`src/rtl/par2ser_pkg.sv`:
```
// Shared state type and counter sizing for the par2ser transmitter.
package par2ser_pkg;

  typedef enum logic {
    IDLE  = 1'b0,
    SHIFT = 1'b1
  } p2s_state_t;

  function automatic int cnt_w(input int width);
    return $clog2(width);
  endfunction

endpackage

```
`src/rtl/p2s_hold_reg.sv`:
```
// One-entry valid/ready holding buffer; accepts when empty, empties on drain.
// Ready comes straight from the full flop, so there is no input-to-ready path.
module p2s_hold_reg
  import par2ser_pkg::*;
#(
  parameter int WIDTH = 8
) (
  input  logic             clk,
  input  logic             rst_n,
  input  logic             in_valid,
  input  logic [WIDTH-1:0] in_data,
  output logic             in_ready,
  input  logic             drain,
  output logic [WIDTH-1:0] hold_data,
  output logic             hold_full
);

  logic [WIDTH-1:0] data_q, data_d;
  logic             full_q, full_d;

  // Drain only happens while full and accept only while empty, so they never collide.
  always_comb begin
    data_d = data_q;
    full_d = full_q;
    if (drain) begin
      full_d = 1'b0;
    end
    if (in_valid && !full_q) begin
      data_d = in_data;
      full_d = 1'b1;
    end
  end

  always_ff @(posedge clk or negedge rst_n) begin
    if (!rst_n) begin
      data_q <= '0;
      full_q <= 1'b0;
    end else begin
      data_q <= data_d;
      full_q <= full_d;
    end
  end

  assign in_ready  = !full_q;
  assign hold_data = data_q;
  assign hold_full = full_q;

endmodule

```
`src/rtl/par2ser_tx.sv`:
```
// Parallel-to-serial transmitter: word in over valid/ready, one bit per en cycle out.
// First bit appears one edge after accept; the holding register lets words stream gap-free.
module par2ser_tx
  import par2ser_pkg::*;
#(
  parameter int WIDTH     = 8,
  parameter int LSB_FIRST = 0
) (
  input  logic             clk,
  input  logic             rst_n,
  input  logic             in_valid,
  output logic             in_ready,
  input  logic [WIDTH-1:0] in_data,
  input  logic             en,
  output logic             ser_valid,
  output logic             ser_data,
  output logic             ser_first,
  output logic             ser_last,
  output logic             busy
);

  localparam int            CW      = cnt_w(WIDTH);
  localparam logic [CW-1:0] CNT_MAX = CW'(WIDTH - 1);

  p2s_state_t       state_q, state_d;
  logic [WIDTH-1:0] shift_q, shift_d;
  logic [CW-1:0]    cnt_q, cnt_d;

  logic [WIDTH-1:0] hold_data;
  logic             hold_full;
  logic             active;
  logic             at_end;
  logic             load;

  p2s_hold_reg #(
    .WIDTH(WIDTH)
  ) u_hold (
    .clk      (clk),
    .rst_n    (rst_n),
    .in_valid (in_valid),
    .in_data  (in_data),
    .in_ready (in_ready),
    .drain    (load),
    .hold_data(hold_data),
    .hold_full(hold_full)
  );

  assign active = (state_q == SHIFT);
  assign at_end = (cnt_q == CNT_MAX);
  // An idle shifter loads regardless of en; a running one only on its final enabled bit.
  assign load   = hold_full && (!active || (en && at_end));

  always_comb begin
    state_d = state_q;
    shift_d = shift_q;
    cnt_d   = cnt_q;
    if (load) begin
      shift_d = hold_data;
      cnt_d   = '0;
      state_d = SHIFT;
    end else if (active && en) begin
      if (at_end) begin
        state_d = IDLE;
      end else begin
        cnt_d = cnt_q + 1'b1;
        if (LSB_FIRST != 0) begin
          shift_d = {1'b0, shift_q[WIDTH-1:1]};
        end else begin
          shift_d = {shift_q[WIDTH-2:0], 1'b0};
        end
      end
    end
  end

  always_ff @(posedge clk or negedge rst_n) begin
    if (!rst_n) begin
      state_q <= IDLE;
      shift_q <= '0;
      cnt_q   <= '0;
    end else begin
      state_q <= state_d;
      shift_q <= shift_d;
      cnt_q   <= cnt_d;
    end
  end

  assign ser_valid = active && en;
  assign ser_data  = (LSB_FIRST != 0) ? shift_q[0] : shift_q[WIDTH-1];
  assign ser_first = ser_valid && (cnt_q == '0);
  assign ser_last  = ser_valid && at_end;
  assign busy      = active || hold_full;

endmodule

```
`config.mk`:
```
export PLATFORM = sky130hd
export DESIGN_NAME = par2ser_tx
export DESIGN_NICKNAME = d
export VERILOG_FILES = /design/src/rtl/par2ser_pkg.sv /design/src/rtl/p2s_hold_reg.sv /design/src/rtl/par2ser_tx.sv
export SDC_FILE = /design/constraint.sdc
export NUM_CORES = 1
export LEC_CHECK = 0
export ABC_CLOCK_PERIOD_IN_PS = 2400
export CORE_MARGIN = 1.5
export CORE_UTILIZATION = 60
export CTS_CLUSTER_DIAMETER = 50
export DETAILED_ROUTE_END_ITERATION = 10
export DONT_BUFFER_PORTS = 1
export PLACE_DENSITY = 0.73
export SLEW_MARGIN = 20
export SYNTH_ARGS = -nofsm -noshare
export SYNTH_HDL_FRONTEND = slang
export SYNTH_SLANG_ARGS = --single-unit
```
`constraint.sdc`:
```
create_clock -name clk -period 2.4 [get_ports clk]
set_clock_uncertainty 0.2 [all_clocks]
set_input_delay 0.36 -clock clk [delete_from_list [all_inputs] [get_ports clk]]
set_output_delay 0.36 -clock clk [all_outputs]
set_load 0.03 [all_outputs]
```
Word level (Yosys, flattened, before mapping)
Index checks and enable logic that the tools add are counted.
Widths: inputs -> output; s select.
- $add $sub $neg: 1
- equality and inequality tests: 2
- mux-type cells: 11
- reduce and logical (&&, ||, !) cells: 16
- operator list (kind ; number):
    $mux 8 ; 3
    $mux 3 ; 3
    $logic_and 1x1->1 ; 6
    $reduce_bool 2->1 ; 3
    $mux 1 ; 5
    $reduce_and 2->1 ; 2
    $add 3x1->3 const B ; 1
    $eq 3x3->1 const B ; 1
    $logic_not 3->1 ; 1
    $logic_not 1->1 ; 2
    $logic_or 1x1->1 ; 2
    $ne 2x1->1 const B ; 1
- register bits after elaboration: 21
- bits of input ports: 12
- logic and storage cells: 35

Depth between registers and ports, before layout
Gate-level depths: netlist of the first run.
- depth after elaboration: 6
- depth in mapped cells: 6
- mapped depth without buffers: 5

Hierarchy
A second synthesis of the first run with hierarchy kept.
- cells, all modules: 93
- area total of the unflattened synthesis: 1106.1 sq um
- by module, submodules not included (module ; times used ; cells each ; area each (sq um) ; sequential area each (sq um)):
    par2ser_tx ; 1 ; 72 ; 732.0 ; 300.3
    p2s_hold_reg ; 1 ; 21 ; 374.1 ; 225.2

Worst setup path before layout of the first run
No wires, ideal clock.
- kind: input port to output port
- start: in en
- end: out ser_first
- data arrival time: 1614 ps
- setup slack: 226 ps
- cell stages on the path: 3
- path through: inv_1 > buf_6 > nor4b_1
- cells in the longest elaborated chain, start to end: 2
- ends and longest elaborated chain (what ; RTL line ; source):
    start, declared ; par2ser_tx.sv:14 ; input logic en,
    $logic_and 1x1->1 ; par2ser_tx.sv:87 ; assign ser_valid = active && en;
    $logic_and 1x1->1 ; par2ser_tx.sv:89 ; assign ser_first = ser_valid && (cnt_q == '0);
    end, declared ; par2ser_tx.sv:17 ; output logic ser_first,
No other way between the ends.

Final worst setup path of the first run
- start: reg cnt_q[1]
- end: out ser_last
- cells in the longest elaborated chain, start to end: 2
- ends and longest elaborated chain (what ; RTL line ; source):
    start, declared ; par2ser_tx.sv:27 ; logic [CW-1:0] cnt_q, cnt_d;
    start signal, assigned ; par2ser_tx.sv:83 ; cnt_q <= cnt_d;
    $eq 3x3->1 ; par2ser_tx.sv:49 ; assign at_end = (cnt_q == CNT_MAX);
    $logic_and 1x1->1 ; par2ser_tx.sv:90 ; assign ser_last = ser_valid && at_end;
    end, declared ; par2ser_tx.sv:18 ; output logic ser_last,
No other way between the ends.

==> qor.txt, run 1 <==
FINISH
-------------------------------------------------------------------------------------
Layout cells sized above 1                                                      18.6%
Most frequent standard cell in the layout excluding fill and tap cells   sky130_fd_sc_hd__dfrtp_1
Final cell count without fillers                                                  118
Most used cells in the layout excluding fill and tap cells               sky130_fd_sc_hd__dfrtp_1 (21), sky130_fd_sc_hd__a22o_1 (11), sky130_fd_sc_hd__dlygate4sd3_1 (9)
Antenna diodes                                                                      0
Core occupancy in the finished layout                                           74.2%
Nets                                                                              118
Final cell area excluding filler cells                                       1170 um2
Area growth, synth to finish                                                    11.8%

WORST SETUP PATH
-------------------------------------------------------------------------------------
Max stage delay on crit path                                                  0.41 ns
CP Data Required Time                                                         1.84 ns
Worst flop-to-flop path startpoint                                           cnt_q[1]
Slowest library cell on the worst path                                   sky130_fd_sc_hd__dfrtp_1
Critical Path Most Common Cell                                           sky130_fd_sc_hd__ha_1
Crit path from                                                               cnt_q[1]
R2R cell count                                                                      4
Worst reg2reg setup slack                                                     0.48 ns
Start-to-end type of the worst setup path                                flop to output port
CP Cell Sequence                                                         ha_1 -> ha_1 -> and3_1
Worst endpoint data arrival time                                              1.51 ns
Startpoint class of the critical path                                            flop
Critical path capture point type                                          output port
R2R Path End                                                               shift_q[2]
Capturing element of the worst setup path                                    ser_last
Crit path max fanout                                                                5

DIE
-------------------------------------------------------------------------------------
Width of the chip                                                             44.8 um
Die area                                                                     2000 um2
# IOs                                                                              18
Site row count                                                                     14
Starting utilization of the core area                                           66.3%
Die Ht                                                                        44.8 um
Area of the core                                                             1580 um2

PLACEMENT
-------------------------------------------------------------------------------------
DP Worst Slack                                                               0.514 ns
Cell count after placement                                                        105
Hpwl dp                                                                       1280 um
Total of buffers placed on input and output ports                                   0
Final GP Congestion                                                             0.779
Cell area after placement                                                    1050 um2

SYNTHESIS
-------------------------------------------------------------------------------------
Net Count, Synth                                                                  106
Average instance area after synthesis                                        11.5 um2
Synthesis-stage register bit count                                                 21
Number of instances in the synthesized netlist                                     91
Library cells used by synthesis                                                    24
Post-synthesis async set-or-reset flop share                                     100%
Dominant synthesized flop cell                                           sky130_fd_sc_hd__dfrtp_1
Cell area after synthesis                                                    1050 um2
Post-synthesis sequential area ratio                                            50.2%
Number of enable-type register cells in the synthesized netlist                     0
Yosys warnings                                                                      0

CLOCK NETWORK
-------------------------------------------------------------------------------------
Clock tree sinks                                                                   21
TritonCTS clock tree                                                             done
Clock root buffer master                                                 sky130_fd_sc_hd__clkbuf_4
Count of buffers added by post-CTS timing repair for setup                          0
Clock-pin slew of the registers on the worst-case setup and hold paths        0.12 ns
Clock insertion delay at the later pin of the skew report                     0.31 ns
Buffer levels on the longest clock path                                             2
Count of H-tree levels built during CTS                                             1
Total clock buffers created by CTS                                                  3

POWER AND IR DROP
-------------------------------------------------------------------------------------
Worst VDD drop                                                             0.000670 V
Static Leakage                                                               0.548 nW
Overall power after layout                                                    1.27 mW
Power density normalized to cell area                                     1080 nW/um2

TIMING
-------------------------------------------------------------------------------------
Final Setup Violations                                                              0
F_max                                                                       0.483 GHz
Endpoints failing hold                                                              0
Hold slack final                                                            0.0386 ns
Fin crit share                                                                  86.3%
Transition time at the pin with the least slew margin                        0.910 ns
Final TNS setup                                                                  0 ns
Relative slew slack                                                             39.1%
Final critical-path required period                                           2.07 ns
Final Slew Violations                                                               0
RSZ-0062 raised after global routing                                            false
Setup slack after layout                                                     0.329 ns

STATUS
-------------------------------------------------------------------------------------
Outcome                                                                     completed

ROUTING
-------------------------------------------------------------------------------------
Via count                                                                         715
Antenna viol nets, final                                                            0
First-pass iteration count of the detailed router                                   4
Via count normalized by instance count                                           6.06
Drt total wl                                                                  1950 um
Detail-routed net length per standard cell                                    16.5 um
DRC errors left                                                                     0
1st-iter DRT viols                                                                 24

GLOBAL ROUTING
-------------------------------------------------------------------------------------
GRT Total Usage                                                                 23.9%
First-pass GRT wire length                                                    3380 um
Via count of the first global-routing pass                                        715
Sum of overflow across all layers after global routing                              0
Antenna violations before repair                                                    0
Maximum number of pins on one net before global-route repair                       22

RUN
-------------------------------------------------------------------------------------
Maxcap violations                                                                   0

HOLD PATH
-------------------------------------------------------------------------------------
Min-delay worst type                                                     input pin to flop

-- worst min path at each step --
stage / depth (start not counted) / slack, ns / startpoint / end
detailed placement: 0 / -0.14 / rst_n / cnt_q[0]
finish: 2 / 0.04 / en / shift_q[0]
CTS: 2 / 0.03 / en / shift_q[0]
floorplan: 0 / -0.14 / rst_n / active
global route: 2 / 0.05 / en / shift_q[0]
global placement: 0 / -0.14 / rst_n / cnt_q[0]
-- registers in the layout (all words and copies together), names as in the netlist --
register	count
shift_q	8
active	1
u_hold.hold_full	1
cnt_q	3
u_hold.hold_data	8
-- synthesized netlist by cell type, drive strengths merged (2+ instances only) --
library cell,number,area share (%)
dfrtp,21,50
a21oi,2,0.96
ha,3,3.6
clkbuf,2,0.72
mux2,8,8.6
buf,4,3.7
a221o,7,6.7
nand2,8,2.9
nor2,8,2.9
inv,5,1.8
nor2b,2,1.2
a22o,11,9.2
-- critical path: cells and delay by family (launching register included) --
| kind | cells | cell delay (ns) |
|---|---|---|
| simple gates | 1 | 0.38 |
| fa+ha+maj | 2 | 0.41 |
| flops | 1 | 0.41 |
-- report_power, final --
group,internal (mW),switching [mW]
Sequential,0.506,0.145
Clock,0.0636,0.111
Combinational,0.248,0.193
Total,0.817,0.449
-- logic make-up after synthesis --
| family | Yosys count | share of synthesized area [%] |
|---|---|---|
| adder cells (fa/ha/maj) | 3 | 3.59 |
| flip-flops | 21 | 50.2 |
| AND/OR/NAND/NOR | 22 | 9.57 |
| buffers and inverters | 11 | 6.22 |
| multiplexers | 9 | 9.57 |
| AO/OA/AOI/OAI | 25 | 20.8 |
-- area by class of cell --
type / count / area [um2]
Clock buffer: 3 / 22.5
Clock inverter: 1 / 7.51
Fill cell: 118 / 407
Inverter: 5 / 18.8
Multi-Input combinational cell: 59 / 455
Sequential cell: 21 / 526
Tap cell: 16 / 20.0
Timing Repair Buffer: 13 / 120
-- metal layers --
metal / share of wire, % / vias up / track usage (%)
li1: - / 355 / -
met5: 0 / - / 0
met2: 48 / 19 / 38.0
met3: 5.7 / 2 / 8.00
met4: 0.36 / 0 / 3.64
met1: 45 / 339 / 32.7
-- what timing repair did --
item                       CTS  global route
setup endpoints to repair    0             0
hold buffers                 9             0
hold endpoints to repair    29             0
resized for setup            0             0
(Power assumes the default switching activity.)
==> run 2, diff against run 1 <==
--- a/config.mk
+++ b/config.mk
@@ -11,8 +11,9 @@
 export CTS_CLUSTER_DIAMETER = 50
 export DETAILED_ROUTE_END_ITERATION = 10
 export DONT_BUFFER_PORTS = 1
-export PLACE_DENSITY = 0.73
+export PLACE_DENSITY = 0.84
 export SLEW_MARGIN = 20
 export SYNTH_ARGS = -nofsm -noshare
 export SYNTH_HDL_FRONTEND = slang
+export SYNTH_HIERARCHICAL = 1
 export SYNTH_SLANG_ARGS = --single-unit
==> run 2 against run 1 <==
Effect of this change:
- final area rose by 4.5%
- fmax is 7.6% lower
- total power down 0.71%
- critical endpoint unchanged
==> qor.txt, run 2 <==
SYNTHESIS
-------------------------------------------------------------------------------------
Library cells used by synthesis                                                    27   +13%
Top cell type's share of synthesized area                                       47.5%   -2.7 points
Area contributors post-synth                                             sky130_fd_sc_hd__dfrtp_1 (48%), sky130_fd_sc_hd__mux2_4 (11%), sky130_fd_sc_hd__a221o_1 (6.3%), sky130_fd_sc_hd__nand3b_1 (4.8%), sky130_fd_sc_hd__nand2b_1 (4.5%)
Cell taking the most area after synthesis                                sky130_fd_sc_hd__dfrtp_1
Number of instances in the synthesized netlist                                     93   +2.2%
Cell area after synthesis                                                    1110 um2   +5.7%
Number of enable-type register cells in the synthesized netlist                     0   unchanged
Post-synthesis sequential area ratio                                            47.5%   -2.7 points
Net Count, Synth                                                                  108   +1.9%
Yosys warnings                                                                      6   +6
Dominant cell by count in the synthesized netlist                        sky130_fd_sc_hd__dfrtp_1
Post-synthesis async set-or-reset flop share                                     100%   unchanged
Leading post-synthesis cells by instance count                           sky130_fd_sc_hd__dfrtp_1 (21), sky130_fd_sc_hd__a21oi_1 (9), sky130_fd_sc_hd__mux2_4 (8), sky130_fd_sc_hd__nand2b_1 (8)
Synthesis-stage register bit count                                                 21   unchanged
Average instance area after synthesis                                        11.9 um2   +3.5%
Dominant synthesized flop cell                                           sky130_fd_sc_hd__dfrtp_1

WORST SETUP PATH
-------------------------------------------------------------------------------------
Worst reg2reg setup slack                                                     0.44 ns   -0.04 ns
Startpoint class of the critical path                                            flop
Capturing element of the worst setup path                                    ser_last
Start-to-end type of the worst setup path                                flop to output port
CP Cell Sequence                                                         ha_1 -> ha_1 -> and3_1
Slowest library cell on the worst path                                   sky130_fd_sc_hd__dfrtp_1
R2R Path End                                                               shift_q[1]
Max stage delay on crit path                                                  0.43 ns   +0.02 ns
R2R cell count                                                                      4   unchanged
Critical Path Most Common Cell                                           sky130_fd_sc_hd__ha_1
Critical path capture point type                                          output port
Crit path max fanout                                                               12   +7
CP Data Required Time                                                         1.84 ns   about the same
Worst endpoint data arrival time                                              1.68 ns   +0.17 ns
Worst flop-to-flop path startpoint                                           cnt_q[1]
Crit path from                                                               cnt_q[1]

CLOCK NETWORK
-------------------------------------------------------------------------------------
Clock tree sinks                                                                   21   unchanged
TritonCTS clock tree                                                             done
Count of H-tree levels built during CTS                                             1   unchanged
CTS hold repair buffers                                                             9   unchanged
Count of buffers added by post-CTS timing repair for setup                          0   unchanged
Clock insertion delay at the later pin of the skew report                     0.31 ns   about the same
Total clock buffers created by CTS                                                  3   unchanged
Buffer levels on the longest clock path                                             2   unchanged
Clock-pin slew of the registers on the worst-case setup and hold paths        0.11 ns   about the same
Clock root buffer master                                                 sky130_fd_sc_hd__clkbuf_4
Post-CTS resize count                                                               0   unchanged

FINISH
-------------------------------------------------------------------------------------
Final cell area excluding filler cells                                       1220 um2   +4.5%
Area growth, synth to finish                                                    10.5%
Most frequent standard cell in the layout excluding fill and tap cells   sky130_fd_sc_hd__dfrtp_1
Layout cells sized above 1                                                      18.6%   unchanged
Antenna diodes                                                                      0   unchanged
Nets                                                                              118   unchanged
Most used cells in the layout excluding fill and tap cells               sky130_fd_sc_hd__dfrtp_1 (21), sky130_fd_sc_hd__a21oi_1 (9), sky130_fd_sc_hd__dlygate4sd3_1 (9)
Fillcell total                                                                    123   +4.2%
Register area                                                                 526 um2   unchanged
Area of the multi-input gates                                                 510 um2   +12%

TIMING
-------------------------------------------------------------------------------------
Final Slew Violations                                                               0   unchanged
Relative slew slack                                                             39.1%   -0.083 points
F_max                                                                       0.446 GHz   -7.6%
Transition time at the pin with the least slew margin                        0.911 ns   +0.00123 ns
Final Setup Violations                                                              0   unchanged
Fin crit share                                                                  93.4%   +7.1 points
Final critical-path required period                                           2.24 ns   +0.169 ns
Endpoints failing hold                                                              0   unchanged
RSZ-0062 raised after global routing                                            false
Final TNS setup                                                                  0 ns   unchanged

ROUTING
-------------------------------------------------------------------------------------
Via count                                                                         752   +5.2%
Via count normalized by instance count                                           5.92   -2.3%
First-pass iteration count of the detailed router                                   4   unchanged
DRC errors left                                                                     0   unchanged
Antenna viol nets, final                                                            0   unchanged
Drt total wl                                                                  1910 um   -1.8%
1st-iter DRT viols                                                                 12   -50%
Detail-routed net length per standard cell                                    15.0 um   -8.8%

DIE
-------------------------------------------------------------------------------------
# IOs                                                                              18   unchanged
Die Ht                                                                        45.9 um   +2.6%
Starting utilization of the core area                                           64.1%   -2.3 points
Area of the core                                                             1730 um2   +9.5%
Site row count                                                                     15   +1
Width of the chip                                                             45.9 um   +2.6%
Die area                                                                     2110 um2   +5.3%

PLACEMENT
-------------------------------------------------------------------------------------
Hpwl dp                                                                       1280 um   -0.55%
Cell area after placement                                                    1100 um2   +5.2%
Final GP Congestion                                                             0.817   +4.9%
Total of buffers placed on input and output ports                                   0   unchanged

GLOBAL ROUTING
-------------------------------------------------------------------------------------
Maximum number of pins on one net before global-route repair                       22   unchanged
Antenna violations before repair                                                    0   unchanged
Sum of overflow across all layers after global routing                              0   unchanged
GRT Total Usage                                                                 20.6%   -3.2 points
First-pass GRT wire length                                                    2960 um   -12%
Via count of the first global-routing pass                                        664   -7.1%

RUN
-------------------------------------------------------------------------------------
Maxcap violations                                                                   0   unchanged

HOLD PATH
-------------------------------------------------------------------------------------
Min-delay worst type                                                     input pin to flop
Worst min-delay path startpoint                                                    en

POWER AND IR DROP
-------------------------------------------------------------------------------------
Static Leakage                                                               0.557 nW   +1.6%
Power density normalized to cell area                                     1030 nW/um2   -5.0%
Worst VDD drop                                                             0.000631 V   -5.8%

STATUS
-------------------------------------------------------------------------------------
Outcome                                                                     completed

==> run 2: cell types whose count changed after synthesis, sizes merged, moves of 2 or more <==
| cell | previous run | this run |
|---|---|---|
| nor2 | 8 | 2 |
| nand3b | 0 | 7 |
| nand2b | 1 | 8 |
| clkbuf | 2 | 0 |
| a21oi | 2 | 9 |
| nand2 | 8 | 1 |
| buf | 4 | 6 |
| a22o | 11 | 4 |
==> run 2: final cells by class <==
| class | instances | area share (%) |
|---|---|---|
| clock buffers | 3 | 1.84 |
| clock inverters | 1 | 0.409 |
| inverters | 6 | 1.84 |
| multi-input cells | 60 | 41.8 |
| flip-flops and latches | 21 | 43.0 |
| well taps | 25 | 2.56 |
| repair buffers | 11 | 8.60 |
==> run 2: where the power goes <==
part,switching [mW],internal (mW)
Clock,0.110,0.0623
Sequential,0.129,0.505
Combinational,0.184,0.267
==> run 2: per-layer routing <==
| layer | up-vias | GRT usage (%) | share of wire (%) |
|---|---|---|---|
| met1 | 364 | 28.1 | 48 |
| met4 | 0 | 16.6 | 3.0 |
| met3 | 7 | 5.16 | 4.9 |
| met5 | - | 0 | 0 |
| li1 | 356 | - | - |
| met2 | 25 | 27.2 | 44 |
==> run 2: cell families (layout without fill, tap and decap cells) <==
family | count (synthesis) | in the layout | share of synthesized area [%]
buffers and inverters | 12 | 21 | 6.33
DFF | 21 | 21 | 47.5
and+or+nand+nor | 23 | 23 | 13.7
muxes | 9 | 9 | 11.8
adders and majority gates | 3 | 3 | 3.39
AOI/OAI and AO/OA | 25 | 25 | 17.3
==> run 2: worst min-delay path by stage <==
stage | cells past startpoint | slack (ns) | endpoint
final | 2 | 0.06 | shift_q[0]
after global routing | 2 | 0.05 | shift_q[0]
after CTS | 2 | 0.04 | shift_q[0]
after detailed placement | 0 | -0.14 | cnt_q[0]
after global placement | 0 | -0.14 | cnt_q[0]
after floorplan | 0 | -0.14 | active
==> run 2: metrics by stage <==
step / cells / hold slack, ns / utilization [%] / power, mW / worst slack (ns)
2_1_floorplan: 93 / -0.136 / - / 0.999 / 0.0843
3_3_place_gp: 114 / -0.135 / 64.0 / 1.05 / 0.526
3_5_place_dp: 114 / -0.135 / 64.0 / 1.07 / 0.475
4_1_cts: 127 / 0.0414 / 70.8 / 1.26 / 0.161
5_1_grt: 127 / 0.0511 / 70.8 / 1.34 / 0.0695
6_report: 127 / 0.0568 / 70.8 / 1.26 / 0.159
==> run 2: worst max-delay path, delay by kind of cell, from the launching register on <==
family / cells / cell delay, ns
flip-flops: 1 / 0.43
AND/OR/NAND/NOR: 1 / 0.41
adder cells (fa/ha/maj): 2 / 0.53
==> run 3, diff against run 2 <==
--- a/config.mk
+++ b/config.mk
@@ -5,6 +5,7 @@
 export SDC_FILE = /design/constraint.sdc
 export NUM_CORES = 1
 export LEC_CHECK = 0
+export ABC_AREA = 1
 export ABC_CLOCK_PERIOD_IN_PS = 2400
 export CORE_MARGIN = 1.5
 export CORE_UTILIZATION = 60
@@ -12,7 +13,6 @@
 export DETAILED_ROUTE_END_ITERATION = 10
 export DONT_BUFFER_PORTS = 1
 export PLACE_DENSITY = 0.84
-export SLEW_MARGIN = 20
 export SYNTH_ARGS = -nofsm -noshare
 export SYNTH_HDL_FRONTEND = slang
 export SYNTH_HIERARCHICAL = 1
==> run 3 against run 2 <==
Effect of this change:
- via count increased by 13%
- synthesized cell count increased by 26%
- count of clock-buffer cells in the layout increased by 1
- die area decreased by 0.11%
- first-iteration DRC count decreased by 33%
- critical endpoint is now ser_first
==> qor.txt, run 3 <==
POWER AND IR DROP
-------------------------------------------------------------------------------------
Share of power burned in the clock network                                      14.7%   +1.0 points
Combinational power share                                                       30.8%   -5.1 points
Portion of total power attributed to sequential cells                           54.5%   +4.1 points
Static Leakage                                                               0.653 nW   +17%
Internal Pwr Total                                                           0.693 mW   -17%
Proportion of total power due to net switching                                  38.7%   +5.1 points
Overall power after layout                                                    1.13 mW   -10%
Power density normalized to cell area                                      888 nW/um2   -14%
Worst VDD drop                                                             0.000546 V   -13%
Net switching component of the power                                         0.437 mW   +3.4%

DIE
-------------------------------------------------------------------------------------
Die area                                                                     2110 um2   -0.11%
Starting utilization of the core area                                           64.0%   -0.072 points
# IOs                                                                              18   unchanged
Area of the core                                                             1730 um2   unchanged
Die Ht                                                                        45.9 um   about the same
Site row count                                                                     15   unchanged
Width of the chip                                                             45.9 um   about the same

FINISH
-------------------------------------------------------------------------------------
Register area                                                                 526 um2   unchanged
Antenna diodes                                                                      0   unchanged
Most used cells in the layout excluding fill and tap cells               sky130_fd_sc_hd__nand2_1 (22), sky130_fd_sc_hd__dfrtp_1 (21), sky130_fd_sc_hd__nand2_2 (17), sky130_fd_sc_hd__dlygate4sd3_1 (17), sky130_fd_sc_hd__nand3_1 (15)
Most frequent standard cell in the layout excluding fill and tap cells   sky130_fd_sc_hd__nand2_1
Area growth, synth to finish                                                    15.2%
Area of the multi-input gates                                                 482 um2   -5.6%
Layout cells sized above 1                                                      28.8%   +10 points
Fillcell total                                                                    130   +5.7%
Nets                                                                              148   +25%

ROUTING
-------------------------------------------------------------------------------------
First-pass iteration count of the detailed router                                   4   unchanged
Via count                                                                         852   +13%
Detail-routed net length per standard cell                                    12.9 um   -15%
DRC errors left                                                                     0   unchanged
Drt total wl                                                                  2020 um   +5.7%
1st-iter DRT viols                                                                  8   -4
Antenna viol nets, final                                                            0   unchanged
Via count normalized by instance count                                           5.43   -8.4%

SYNTHESIS
-------------------------------------------------------------------------------------
Post-synthesis async set-or-reset flop share                                     100%   unchanged
Number of instances in the synthesized netlist                                    117   +26%
Dominant synthesized flop cell                                           sky130_fd_sc_hd__dfrtp_1
Synthesis-stage register bit count                                                 21   unchanged
Number of enable-type register cells in the synthesized netlist                     0   unchanged
Dominant cell by count in the synthesized netlist                        sky130_fd_sc_hd__nand2_1
Library cells used by synthesis                                                    16   -41%
Average instance area after synthesis                                        9.44 um2   -21%
Area contributors post-synth                                             sky130_fd_sc_hd__dfrtp_1 (48%), sky130_fd_sc_hd__nand2_2 (9.6%), sky130_fd_sc_hd__nand2_1 (7.5%), sky130_fd_sc_hd__nand3_2 (7.2%), sky130_fd_sc_hd__nand3_1 (6.8%)
Cell taking the most area after synthesis                                sky130_fd_sc_hd__dfrtp_1
Top cell type's share of synthesized area                                       47.6%   +0.054 points
Net Count, Synth                                                                  132   +22%
Post-synthesis sequential area ratio                                            47.6%   +0.054 points
Yosys warnings                                                                      6   unchanged
Leading post-synthesis cells by instance count                           sky130_fd_sc_hd__nand2_1 (22), sky130_fd_sc_hd__dfrtp_1 (21), sky130_fd_sc_hd__nand2_2 (17), sky130_fd_sc_hd__nand3_1 (15), sky130_fd_sc_hd__nand3_2 (8)
Cell area after synthesis                                                    1100 um2   -0.11%

GLOBAL ROUTING
-------------------------------------------------------------------------------------
Sum of overflow across all layers after global routing                              0   unchanged
Via count of the first global-routing pass                                        802   +21%
Maximum number of pins on one net before global-route repair                       22   unchanged
GRT Total Usage                                                                 22.6%   +2.0 points
Antenna violations before repair                                                    0   unchanged
First-pass GRT wire length                                                    3340 um   +13%

CLOCK NETWORK
-------------------------------------------------------------------------------------
Clock insertion delay at the later pin of the skew report                     0.30 ns   about the same
Clock-pin slew of the registers on the worst-case setup and hold paths        0.11 ns   about the same
Total clock buffers created by CTS                                                  3   unchanged
Count of H-tree levels built during CTS                                             1   unchanged
Clock root buffer master                                                 sky130_fd_sc_hd__clkbuf_4
Buffer levels on the longest clock path                                             2   unchanged
TritonCTS clock tree                                                             done
Clock tree sinks                                                                   21   unchanged

PLACEMENT
-------------------------------------------------------------------------------------
Final GP Congestion                                                             0.783   -4.1%
Total of buffers placed on input and output ports                                   0   unchanged
Hpwl dp                                                                       1270 um   -0.56%

WORST SETUP PATH
-------------------------------------------------------------------------------------
CP Cell Sequence                                                         nand2_2 -> inv_2 -> nand2_1 -> nor2_1
Kind of cell adding the most delay to the critical path                    flip-flops
Critical path capture point type                                          output port
Start-to-end type of the worst setup path                                flop to output port
Crit path max fanout                                                               13   +1
Slowest library cell on the worst path                                   sky130_fd_sc_hd__dfrtp_1
Crit path buf inv count                                                             1   +1
Worst endpoint data arrival time                                              1.69 ns   about the same
Startpoint class of the critical path                                            flop
Max stage delay on crit path                                                  0.63 ns   +0.20 ns
CP Data Required Time                                                         1.84 ns   about the same

TIMING
-------------------------------------------------------------------------------------
RSZ-0062 raised after global routing                                            false
Endpoints failing hold                                                              0   unchanged
Transition time at the pin with the least slew margin                        0.911 ns   -0.000476 ns
Final TNS setup                                                                  0 ns   unchanged
Final critical-path required period                                           2.25 ns   +0.00634 ns
Final Slew Violations                                                               0   unchanged
Final Setup Violations                                                              0   unchanged
Fin crit share                                                                  93.6%   +0.26 points
F_max                                                                       0.445 GHz   -0.28%
Relative slew slack                                                             39.1%   about the same

STATUS
-------------------------------------------------------------------------------------
Outcome                                                                     completed

HOLD PATH
-------------------------------------------------------------------------------------
Min-delay worst type                                                     input pin to flop

RUN
-------------------------------------------------------------------------------------
Maxcap violations                                                                   0   unchanged

==> run 3: changes by cell type in the layout (fill, tap and decap cells not counted), sizes merged, moves of 7 or more <==
cell and delta:
a221o -7, nand3b -7, nand2b -8, nand2 +39, dlygate4sd3 +8, nand4 +7
mux2 -8, nand3 +23, a21oi -9
==> run 3: per-layer routing <==
metal,vias to the layer above,wire length [um],track usage [%]
met5,-,0,0
met1,411,844,28.4
li1,413,-,-
met4,0,26,9.71
met3,4,63,2.78
met2,24,1080,38.6
==> run 3: metrics by stage <==
stage	hold WS, ns	instances	instance area [um2]	utilization, %	worst slack, ns
floorplan	-0.136	117	1100	-	0.595
global placement	-0.135	136	1080	62.3	0.537
detailed placement	-0.135	136	1080	62.3	0.487
CTS	0.00760	157	1270	73.7	0.146
global route	0.0221	157	1270	73.7	0.0399
finish	0.0172	157	1270	73.7	0.153
==> run 3: kinds of logic (layout without fill, tap and decap cells) <==
kind of cell / Yosys count / after routing / synth area share (%)
simple gates: 73 / 73 / 37.4
flops: 21 / 21 / 47.6
buf+inv: 16 / 31 / 8.83
compound gates: 4 / 4 / 2.83
fa+ha+maj: 3 / 3 / 3.40
==> run 3: final cells by class <==
type                            instances  area share, %
Inverter                               10           2.95
Clock buffer                            4           2.06
Timing Repair Buffer                   17           13.4
Sequential cell                        21           41.3
Tap cell                               25           2.46
Multi-Input combinational cell         80           37.9
==> run 3: power groups by stage <==
stage / Clock, mW / Combinational [mW] / Sequential [mW]
after global routing: 0.182 / 0.398 / 0.631
final: 0.166 / 0.348 / 0.615
after global placement: 0 / 0.293 / 0.610
after detailed placement: 0 / 0.310 / 0.620
after CTS: 0.171 / 0.345 / 0.613
after floorplan: 0 / 0.308 / 0.579
==> run 3: path summary, 6_finish.rpt <==
| path | startpoint | end | slack [ns] | cells past startpoint |
|---|---|---|---|---|
| setup / recovery | active | ser_first | 0.15 | 4 |
| hold / removal | in_valid | u_hold/hold_full | 0.02 | 2 |
| setup reg to reg | u_hold/hold_full | u_hold/hold_data[5] | 0.50 | 4 |
| hold reg to reg | u_hold/hold_data[4] | u_hold/hold_data[4] | 0.29 | 2 |
| max in group asynchronous | rst_n | shift_q[2] | 1.02 | 1 |
| min in group asynchronous | rst_n | u_hold/hold_data[5] | 0.43 | 1 |
==> run 3: what timing repair did <==
action | in CTS | in global routing
gates resized for setup | 0 | 0
setup buffers | 0 | 0
hold buffers | 17 | 0
setup endpoints to repair | 0 | 0
hold endpoints to repair | 29 | 0
